--- src/rtl/pc_gen_pkg.sv ---
// Shared types and helpers for the fetch-stage PC generator.
// Next-PC source select, increment sizes and alignment.
package pc_gen_pkg;

  typedef enum logic [2:0] {
    SEL_HOLD,
    SEL_SEQ,
    SEL_RAS,
    SEL_BR,
    SEL_TRAP
  } next_sel_e;

  localparam int INC4 = 4;
  localparam int INC2 = 2;

  function automatic logic [63:0] align_pc(
    input logic [63:0] addr,
    input logic        c_en
  );
    logic [63:0] r;
    r = addr;
    r[0] = 1'b0;
    if (!c_en) r[1] = 1'b0;
    return r;
  endfunction

endpackage

--- src/rtl/pc_gen_if.sv ---
// Fetch-side bundle of the PC generator: redirects,
// RAS hints and the registered PC back to fetch.
interface pc_gen_if #(
  parameter int W         = 32,
  parameter int RAS_DEPTH = 4
);
  logic                         stall_i;
  logic                         inc2_i;
  logic                         trap_valid_i;
  logic [W-1:0]                 trap_pc_i;
  logic                         br_valid_i;
  logic [W-1:0]                 br_target_i;
  logic                         ras_push_i;
  logic                         ras_pop_i;
  logic [W-1:0]                 pc_o;
  logic                         pc_valid_o;
  logic [$clog2(RAS_DEPTH):0]   ras_count_o;
  logic                         ras_underflow_o;

  modport slave (
    input  stall_i, inc2_i,
    input  trap_valid_i, trap_pc_i,
    input  br_valid_i, br_target_i,
    input  ras_push_i, ras_pop_i,
    output pc_o, pc_valid_o,
    output ras_count_o, ras_underflow_o
  );

  modport master (
    output stall_i, inc2_i,
    output trap_valid_i, trap_pc_i,
    output br_valid_i, br_target_i,
    output ras_push_i, ras_pop_i,
    input  pc_o, pc_valid_o,
    input  ras_count_o, ras_underflow_o
  );
endinterface

--- src/rtl/pc_gen_ras_stack.sv ---
// Circular return-address stack with saturating count;
// a full push silently overwrites the oldest entry.
module ras_stack #(
  parameter  int W         = 32,
  parameter  int RAS_DEPTH = 4,
  localparam int PW        = $clog2(RAS_DEPTH),
  localparam int CW        = PW + 1
) (
  input  logic          clk_i,
  input  logic          rst_ni,
  input  logic          i_push,
  input  logic          i_pop,
  input  logic          i_clear,
  input  logic [W-1:0]  i_wdata,
  output logic [W-1:0]  o_top,
  output logic [CW-1:0] o_count,
  output logic          o_underflow
);

  logic [W-1:0]  r_mem [RAS_DEPTH];
  logic [PW-1:0] r_ptr;
  logic [CW-1:0] r_count;
  logic          r_uf;

  logic [PW-1:0] w_tos;
  logic          w_empty;
  logic          w_full;
  logic          w_swap;
  logic          w_push;
  logic          w_pop;

  assign w_tos   = r_ptr - PW'(1);
  assign w_empty = (r_count == '0);
  assign w_full  = (r_count == CW'(RAS_DEPTH));
  assign w_swap  = i_push && i_pop && !w_empty;
  assign w_push  = i_push && !w_swap;
  assign w_pop   = i_pop && !i_push && !w_empty;

  always_ff @(posedge clk_i) begin
    if (!i_clear) begin
      if (w_swap)      r_mem[w_tos] <= i_wdata;
      else if (w_push) r_mem[r_ptr] <= i_wdata;
    end
  end

  always_ff @(posedge clk_i or negedge rst_ni) begin
    if (!rst_ni) begin
      r_ptr   <= '0;
      r_count <= '0;
      r_uf    <= 1'b0;
    end else if (i_clear) begin
      r_ptr   <= '0;
      r_count <= '0;
      r_uf    <= 1'b0;
    end else begin
      r_uf <= i_pop && w_empty;
      if (w_push) begin
        r_ptr <= r_ptr + PW'(1);
        if (!w_full) r_count <= r_count + CW'(1);
      end else if (w_pop) begin
        r_ptr   <= w_tos;
        r_count <= r_count - CW'(1);
      end
    end
  end

  assign o_top       = r_mem[w_tos];
  assign o_count     = r_count;
  assign o_underflow = r_uf;

endmodule

--- src/rtl/pc_gen.sv ---
// Next-PC generator: trap > branch > RAS pop > sequential,
// with stall hold and a registered PC/valid pair.
module pc_gen
  import pc_gen_pkg::*;
#(
  parameter int           W         = 32,
  parameter logic [W-1:0] RESET_VEC = '0,
  parameter bit           C_EN      = 1'b0,
  parameter int           RAS_DEPTH = 4
) (
  input logic     clk_i,
  input logic     rst_ni,
  pc_gen_if.slave bus
);

  localparam int CW = $clog2(RAS_DEPTH) + 1;

  logic [W-1:0]  r_pc;
  logic          r_valid;

  logic [W-1:0]  w_inc;
  logic [W-1:0]  w_seq;
  logic [W-1:0]  w_raw;
  logic [W-1:0]  w_next;
  logic [W-1:0]  w_top;
  logic [CW-1:0] w_count;
  logic          w_uf;
  logic          w_go;
  logic          w_rpop;
  next_sel_e     w_sel;

  assign w_inc = (C_EN && bus.inc2_i) ? W'(INC2) : W'(INC4);
  assign w_seq = r_pc + w_inc;

  // RAS only moves on an unstalled, non-flushed cycle
  assign w_go   = !bus.stall_i && !bus.trap_valid_i
                  && !bus.br_valid_i;
  assign w_rpop = bus.ras_pop_i && (w_count != '0);

  always_comb begin
    w_sel = SEL_HOLD;
    unique case (1'b1)
      bus.trap_valid_i:
        w_sel = SEL_TRAP;
      (!bus.trap_valid_i && bus.br_valid_i):
        w_sel = SEL_BR;
      (w_go && w_rpop):
        w_sel = SEL_RAS;
      (w_go && !w_rpop):
        w_sel = SEL_SEQ;
      default:
        w_sel = SEL_HOLD;
    endcase
  end

  always_comb begin
    w_raw = r_pc;
    unique case (w_sel)
      SEL_TRAP: w_raw = bus.trap_pc_i;
      SEL_BR:   w_raw = bus.br_target_i;
      SEL_RAS:  w_raw = w_top;
      SEL_SEQ:  w_raw = w_seq;
      default:  w_raw = r_pc;
    endcase
  end

  assign w_next = W'(align_pc(64'(w_raw), C_EN));

  always_ff @(posedge clk_i or negedge rst_ni) begin
    if (!rst_ni) begin
      r_pc    <= RESET_VEC;
      r_valid <= 1'b0;
    end else begin
      r_valid <= (w_sel != SEL_HOLD);
      if (w_sel != SEL_HOLD) r_pc <= w_next;
    end
  end

  ras_stack #(
    .W         (W),
    .RAS_DEPTH (RAS_DEPTH)
  ) u_ras (
    .clk_i       (clk_i),
    .rst_ni      (rst_ni),
    .i_push      (w_go && bus.ras_push_i),
    .i_pop       (w_go && bus.ras_pop_i),
    .i_clear     (bus.trap_valid_i),
    .i_wdata     (w_seq),
    .o_top       (w_top),
    .o_count     (w_count),
    .o_underflow (w_uf)
  );

  assign bus.pc_o            = r_pc;
  assign bus.pc_valid_o      = r_valid;
  assign bus.ras_count_o     = w_count;
  assign bus.ras_underflow_o = w_uf;

endmodule

--- src/flat_wrapper.sv ---
// flat-port wrapper written by rule: the top's interface ports become plain ports
module pc_gen_flat import pc_gen_pkg::*;
#(
  parameter int           W         = 32,
  parameter logic [W-1:0] RESET_VEC = '0,
  parameter bit           C_EN      = 1'b0,
  parameter int           RAS_DEPTH = 4
)
  (clk_i, rst_ni, bus_stall_i, bus_inc2_i, bus_trap_valid_i, bus_trap_pc_i, bus_br_valid_i, bus_br_target_i, bus_ras_push_i, bus_ras_pop_i, bus_pc_o, bus_pc_valid_o, bus_ras_count_o, bus_ras_underflow_o);
  pc_gen_if #(.W(W), .RAS_DEPTH(RAS_DEPTH)) bus_i ();
  input logic clk_i;
  input logic rst_ni;
  input wire logic [$bits(bus_i.stall_i)-1:0] bus_stall_i;
  input wire logic [$bits(bus_i.inc2_i)-1:0] bus_inc2_i;
  input wire logic [$bits(bus_i.trap_valid_i)-1:0] bus_trap_valid_i;
  input wire logic [$bits(bus_i.trap_pc_i)-1:0] bus_trap_pc_i;
  input wire logic [$bits(bus_i.br_valid_i)-1:0] bus_br_valid_i;
  input wire logic [$bits(bus_i.br_target_i)-1:0] bus_br_target_i;
  input wire logic [$bits(bus_i.ras_push_i)-1:0] bus_ras_push_i;
  input wire logic [$bits(bus_i.ras_pop_i)-1:0] bus_ras_pop_i;
  output wire logic [$bits(bus_i.pc_o)-1:0] bus_pc_o;
  output wire logic [$bits(bus_i.pc_valid_o)-1:0] bus_pc_valid_o;
  output wire logic [$bits(bus_i.ras_count_o)-1:0] bus_ras_count_o;
  output wire logic [$bits(bus_i.ras_underflow_o)-1:0] bus_ras_underflow_o;
  assign bus_i.stall_i = bus_stall_i;
  assign bus_i.inc2_i = bus_inc2_i;
  assign bus_i.trap_valid_i = bus_trap_valid_i;
  assign bus_i.trap_pc_i = bus_trap_pc_i;
  assign bus_i.br_valid_i = bus_br_valid_i;
  assign bus_i.br_target_i = bus_br_target_i;
  assign bus_i.ras_push_i = bus_ras_push_i;
  assign bus_i.ras_pop_i = bus_ras_pop_i;
  assign bus_pc_o = bus_i.pc_o;
  assign bus_pc_valid_o = bus_i.pc_valid_o;
  assign bus_ras_count_o = bus_i.ras_count_o;
  assign bus_ras_underflow_o = bus_i.ras_underflow_o;
  pc_gen #(.W(W), .RESET_VEC(RESET_VEC), .C_EN(C_EN), .RAS_DEPTH(RAS_DEPTH)) u_core (.clk_i(clk_i), .rst_ni(rst_ni), .bus(bus_i));
endmodule
--- config.mk ---
export PLATFORM = sky130hd
export DESIGN_NAME = pc_gen_flat
export DESIGN_NICKNAME = d
export VERILOG_FILES = /design/src/rtl/pc_gen_pkg.sv /design/src/rtl/pc_gen_if.sv /design/src/rtl/pc_gen_ras_stack.sv /design/src/rtl/pc_gen.sv /design/src/flat_wrapper.sv
export SDC_FILE = /design/constraint.sdc
export NUM_CORES = 1
export LEC_CHECK = 0
export ABC_AREA = 1
export CAP_MARGIN = 40
export CORE_ASPECT_RATIO = 1.2
export CORE_MARGIN = 5
export CORE_UTILIZATION = 60
export DETAILED_ROUTE_END_ITERATION = 6
export GPL_TIMING_DRIVEN = 0
export PLACE_DENSITY = 0.86
export SLEW_MARGIN = 20
export SYNTH_ARGS = -nofsm -noshare
export SYNTH_HDL_FRONTEND = slang
export SYNTH_HIERARCHICAL = 1
export SYNTH_SLANG_ARGS = --single-unit
--- constraint.sdc ---
create_clock -name clk_i -period 7.3 [get_ports clk_i]
set_input_delay 1.46 -clock clk_i [delete_from_list [all_inputs] [get_ports clk_i]]
set_output_delay 1.46 -clock clk_i [all_outputs]
set_load 0.02 [all_outputs]
==> After elaboration in Yosys (flattened, before gate mapping) <==
Memory sizes are Yosys's and may differ from the RTL's.
Index checks and enable logic that the tools add are counted.
{ "op_classes": {"mux": 20, "reduce_logical": 29, "addsub": 5, "eq_ne": 6} }
{ "ops": {"columns": ["op", "n"], "rows": [
  ["32-bit one-hot mux with 4 select lines", 1],
  ["32-bit by 3-bit adder with 32-bit output (second input constant)", 1],
  ["32-bit 2-to-1 mux", 1],
  ["32-bit OR reduction", 1],
  ["1-bit logical AND", 14],
  ["3-bit 2-to-1 mux", 4],
  ["3-bit one-hot mux with 4 select lines", 1],
  ["1-bit 2-to-1 mux", 9],
  ["3-bit nonzero test", 3],
  ["2-bit 2-to-1 mux", 4],
  ["1-bit zero test", 7],
  ["3-bit by 2-bit equality test with 1-bit output (second input constant)", 2],
  ["3-bit equality test (second input constant)", 2],
  ["2-bit AND reduction", 2],
  ["4-bit nonzero test", 1],
  ["3-bit by 1-bit adder with 3-bit output (second input constant)", 1],
  ["3-bit by 1-bit equality test with 1-bit output (second input constant)", 1],
  ["3-bit zero test", 1],
  ["3-bit inequality test (second input constant)", 1],
  ["3-bit by 1-bit subtractor with 3-bit output (second input constant)", 1],
  ["2-bit by 1-bit adder with 2-bit output (second input constant)", 1],
  ["2-bit by 1-bit subtractor with 2-bit output (second input constant)", 1]
]} }
{ "totals": {"mem_bits_rw": 128, "register_bits": 37, "wordCells": 66, "n_memories": 1, "out_inout_bits": 37} }
{ "memory_table": {"columns": ["memory", "words", "word_bits", "rd", "rd_clocked_by_memory_dff", "write_ports", "line_no", "rtl"], "rows": [
  ["u_core.u_ras.r_mem", 4, 32, 1, 0, 1, "pc_gen_ras_stack.sv:20", "logic [W-1:0] r_mem [RAS_DEPTH];"]
]} }

==> Longest topological paths before layout <==
{ "logic_depth": {"ltp_word": 14, "depth_mapped": 15} }

==> By module <==
The synthesis kept the hierarchy.
{ "modules_own_cells": {"columns": ["module", "cells_each", "area_per_inst_um2", "seq_area_each_um2", "instances"], "rows": [
  ["ras_stack", 346, 5131.2, 3993.8, 1],
  ["pc_gen", 469, 2846.5, 775.7, 1]
]} }

==> Worst setup path before layout <==
No wires, ideal clock.
{ "synth_timing": {"path_type": "input to register", "start": "input port bus_trap_valid_i", "end": "memory u_core.u_ras.r_mem[0][0], enable pin", "slack_ps": 2888, "arrival_time_ps": 3991, "setup_time_ps": 421, "cell_stages": 10, "path_cell_list": "buf_2 nor2_1 nand2_2 nor2_1 inv_1 nor2_4 nand2_1 o21ai_2 inv_2 nor2_1"} }
{ "synth_between": {"elab_chain_cells": 14, "word_cells_on_any_way": 19, "classes_between": "9 x mux; 10 x reduce/logical"} }
{ "synth_rtl": {"columns": ["element", "line_no", "rtl"], "rows": [
  ["from (decl)", "flat_wrapper.sv:15", "input wire logic [$bits(bus_i.trap_valid_i)-1:0] bus_trap_valid_i;"],
  ["1-bit zero test", "pc_gen.sv:36", "assign w_go = !bus.stall_i && !bus.trap_valid_i"],
  ["1-bit logical AND", "pc_gen.sv:36", null],
  ["1-bit logical AND", "pc_gen.sv:37", "&& !bus.br_valid_i;"],
  ["1-bit logical AND (on tied branches)", "pc_gen.sv:85, pc_gen.sv:86", null],
  ["1-bit logical AND (2 in a row)", "pc_gen_ras_stack.sv:35", "assign w_swap = i_push && i_pop && !w_empty;"],
  ["1-bit zero test", "pc_gen_ras_stack.sv:36", "assign w_push = i_push && !w_swap;"],
  ["1-bit logical AND", "pc_gen_ras_stack.sv:36", null],
  ["1-bit 2-to-1 mux", "pc_gen_ras_stack.sv:42", "else if (w_push) r_mem[r_ptr] <= i_wdata;"],
  ["1-bit 2-to-1 mux", "pc_gen_ras_stack.sv:41", "if (w_swap) r_mem[w_tos] <= i_wdata;"],
  ["1-bit 2-to-1 mux", "pc_gen_ras_stack.sv:40", "if (!i_clear) begin"],
  ["1-bit 2-to-1 mux (implied by the code)", "pc_gen_ras_stack.sv:42", null],
  ["32-bit OR reduction (no line)", null, null],
  ["2-bit 2-to-1 mux (no line) / 1-bit 2-to-1 mux (equally long branches)", null, null],
  ["to (decl)", "pc_gen_ras_stack.sv:20", null]
]} }
Several ways; a longest one is shown, not always the timed one.

==> Worst setup path after layout <==
{ "layout_timing": {"start": "input port bus_trap_valid_i", "end": "memory u_core.u_ras.r_mem[0][16], enable pin"} }
The elaborated chain is that of the path after synthesis.

==> summary by stage <==
Setup path
The top cell family by delay on the critical path is simple AND/OR/NAND/NOR gates. For this run, the slowest stage of the critical path takes 0.55 ns. The slowest library cell on the worst path is clkdlybuf4s50_1. Counting both buffers and inverters, the worst setup path holds a total of 5. The signal on the critical path passes through clkdlybuf4s50_1 > buf_2 > nor2_1 > nand2_2 > nor2_1 > inv_1 > nor2_4 > nand2_1 > o21ai_2 > inv_2 > nor2_4 > buf_16. The worst endpoint data arrival time is 4.50 ns.

Along the worst path, the maximum fanout reaches 16. Data on the critical path is required at its endpoint by 7.43 ns. STA classifies the critical path startpoint as a primary input. The startpoint-to-endpoint class of the critical path is in -> reg. For flop-to-flop paths, the worst setup slack is 4.83 ns. The sort of element at the end of the critical path is a flop.

STA
In this run the tightest slew margin relative to its limit is 46.22%. The slew at the pin closest to its max-slew limit is 0.8067 ns. Dividing the final minimum period by the clock period gives 59.91%.

The count of endpoints failing setup in the final report is 0. Adding up every negative setup slack in the final design gives 0 ns. Across the routed clock network, the largest skew measured is 0.007613 ns. Setup repair after global routing left no endpoint under its margin.

The minimum clock period is 4.374 ns. The number of failing hold endpoints at the final stage is 0. The number of max-slew violations in the final report is 0. The achievable clock frequency is 0.2286 GHz.

Clocking
The insertion delay to the later sink of the worst-skew pair is 0.43 ns. Buffers inserted during clock tree synthesis total 17. The number of post-CTS setup repair buffers is 0. Clock tree synthesis selected as its root buffer the cell clkbuf_16. After clock tree synthesis, the flow added hold-fix buffers numbering 0. The clock-pin slew reported for the worst setup and hold paths after clock tree synthesis is 0.06 ns. The clock net in this run drives a total of 157 sinks. TritonCTS built the clock tree.

The clock passes through at most 2 buffers. The number of gates resized after CTS was 0. The count of H-tree levels built during CTS is 4.

Detailed routing
The number of nets with antenna violations after detailed routing is 0. The total via count after detailed routing is 6833. For this block, the routed nets add up to 23850 µm of wire. The first TritonRoute pass finished after 6 iterations. The detailed router finished its first iteration with 990 violations. The routed via count divided by cell count is 6.201. The number of remaining DRC errors is 0.

Dividing the detail-routed wire length by the instance count gives 21.64 µm.

Layout
The synthesis-to-layout area growth is 24.89%. The area of all placed cells without fillers is 0.009607 mm². The number of diodes is 0. The proportion of layout cells with a drive suffix above 1 is 10.23%. The multi-input combinational cells in the finished layout cover a total of 0.002764 mm².

The final net count is 999. The number of fillers in the final layout is 831. Registers take 0.004529 mm².

Floorplanning
The number of top-level design ports is 109. The die covers 0.01519 mm². The initialized floorplan defines 45 standard-cell rows. The placeable core region is 0.01261 mm². From bottom edge to top edge, the die measures 134.0 µm. From left edge to right edge, the die measures 113.4 µm. For this configuration, the core starts out at a cell density of 60.99%.

Power and ir drop
The analysis attributes to cell leakage a power of 3.657 nW. IR analysis of the VDD net gives a maximum drop of 0.0001650 V. The power density of the placed cells is 254.4 mW/mm². The completed layout was analyzed and its total power is 0.002444 W.

Yosys
The total number of yosys warnings is 6. The mapped netlist covers 0.007692 mm². The number of cells produced by synthesis is 799. A synthesized cell averages 9.628 µm².

GRT
Global routing used 50.36% of the available met2 tracks. The layer flagged by global routing as most heavily used is met2. The total congestion overflow is 0. For this run, the total global-route usage over all layers was measured as 31.68%. The maximum number of pins on one net before global-route repair is 23. The fraction of met3 tracks used by global routing is 7.581%. The via count of the first global-routing pass was 6641. The met1 track demand over resource in global routing is 40.24%. The number of antenna violations at the first check in global routing was 0. The global-route wire length before repair is 35990 µm.

Placed design
The detailed placer's ending HPWL is 16270 µm. The count of buffers added on input and output ports is 101. In this run the cell area measured after placement is 0.009060 mm².

The weighted congestion reported at the end of routability-driven placement is 0.9725.

Status
The flow ran to the end, and the final reports show no timing, DRC or antenna violations.

Flow run
Across the run, the number of max-cap violations was 0.

Worst hold path
The min-delay analysis places its worst path in the category reg -> reg.
[worst paths after layout]
kind	from	to	cells past startpoint
worst min register to register	u_core/u_ras/o_count[2]	u_core/u_ras/o_count[2]	2
max in group asynchronous	rst_ni	u_core/bus.pc_o[9]	2
min in group asynchronous	rst_ni	u_core/u_ras/o_count[1]	1
worst max-delay path	bus_trap_valid_i	u_core/u_ras/r_mem[0][16]	12
worst max register to register	u_core/u_ras/o_count[1]	u_core/u_ras/r_mem[0][16]	8
worst min-delay path	u_core/u_ras/o_count[2]	u_core/u_ras/o_count[2]	2
[worst reg2reg max path: cells and delay by family, from the launching register on]
kind	cells	cell delay [ns]
simple gates	5	1.03
compound gates	1	0.33
buf+inv	2	0.39
flops	1	0.44
[final cells by class]
cell class,count,area share (%)
Sequential cell,157,47.15
Tap cell,164,2.136
Buffer,38,1.967
Clock inverter,13,1.081
Multi-Input combinational cell,540,28.77
Clock buffer,19,4.611
Timing Repair Buffer,106,11.75
Inverter,65,2.540
[sequential cells by signal, summed over array words and instances (netlist names)]
signal                    cells
u_core/u_ras/r_ptr            2
u_core/u_ras/r_mem          120
u_core/u_ras/o_count          3
u_core/u_ras/o_underflow      1
u_core/bus.pc_o              30
u_core/bus.pc_valid_o         1
[where the power goes]
part | internal (W) | total, W | switching, W | leakage, nW
sequential | 0.00101 | 0.00106 | 0.0000453 | 1.53
clock | 0.000449 | 0.000820 | 0.000370 | 0.254
combinational | 0.000196 | 0.000565 | 0.000368 | 1.87
[per-stage QoR]
step	hold slack, ns	instances	worst slack (ns)	util, %
after floorplan	0.5581	800	2.975	-
after detailed placement	0.5847	1070	2.579	71.84
final	0.6106	1102	2.926	76.17
after CTS	0.6048	1102	2.991	76.17
after global routing	0.6323	1102	2.744	76.17
after global placement	0.5833	1065	1.139	70.66
[placed cells by master (no fill, tap or decap), types with 15 or more instances in the layout]
cell	count
nor2_1	57
nand3_1	142
dfrtp_1	37
a21oi_1	26
clkbuf_16	17
buf_2	20
edfxtp_1	120
nand2_1	179
nand4_1	15
clkdlybuf4s50_1	100
inv_1	61
a22oi_1	31
[metal layers]
metal,vias to the layer above,share of wire (%)
li1,3019,-
met1,3145,34
met2,550,47
met3,119,13
met4,0,5.5
met5,-,0
Note: power is estimated with default switching activity, not from simulation.
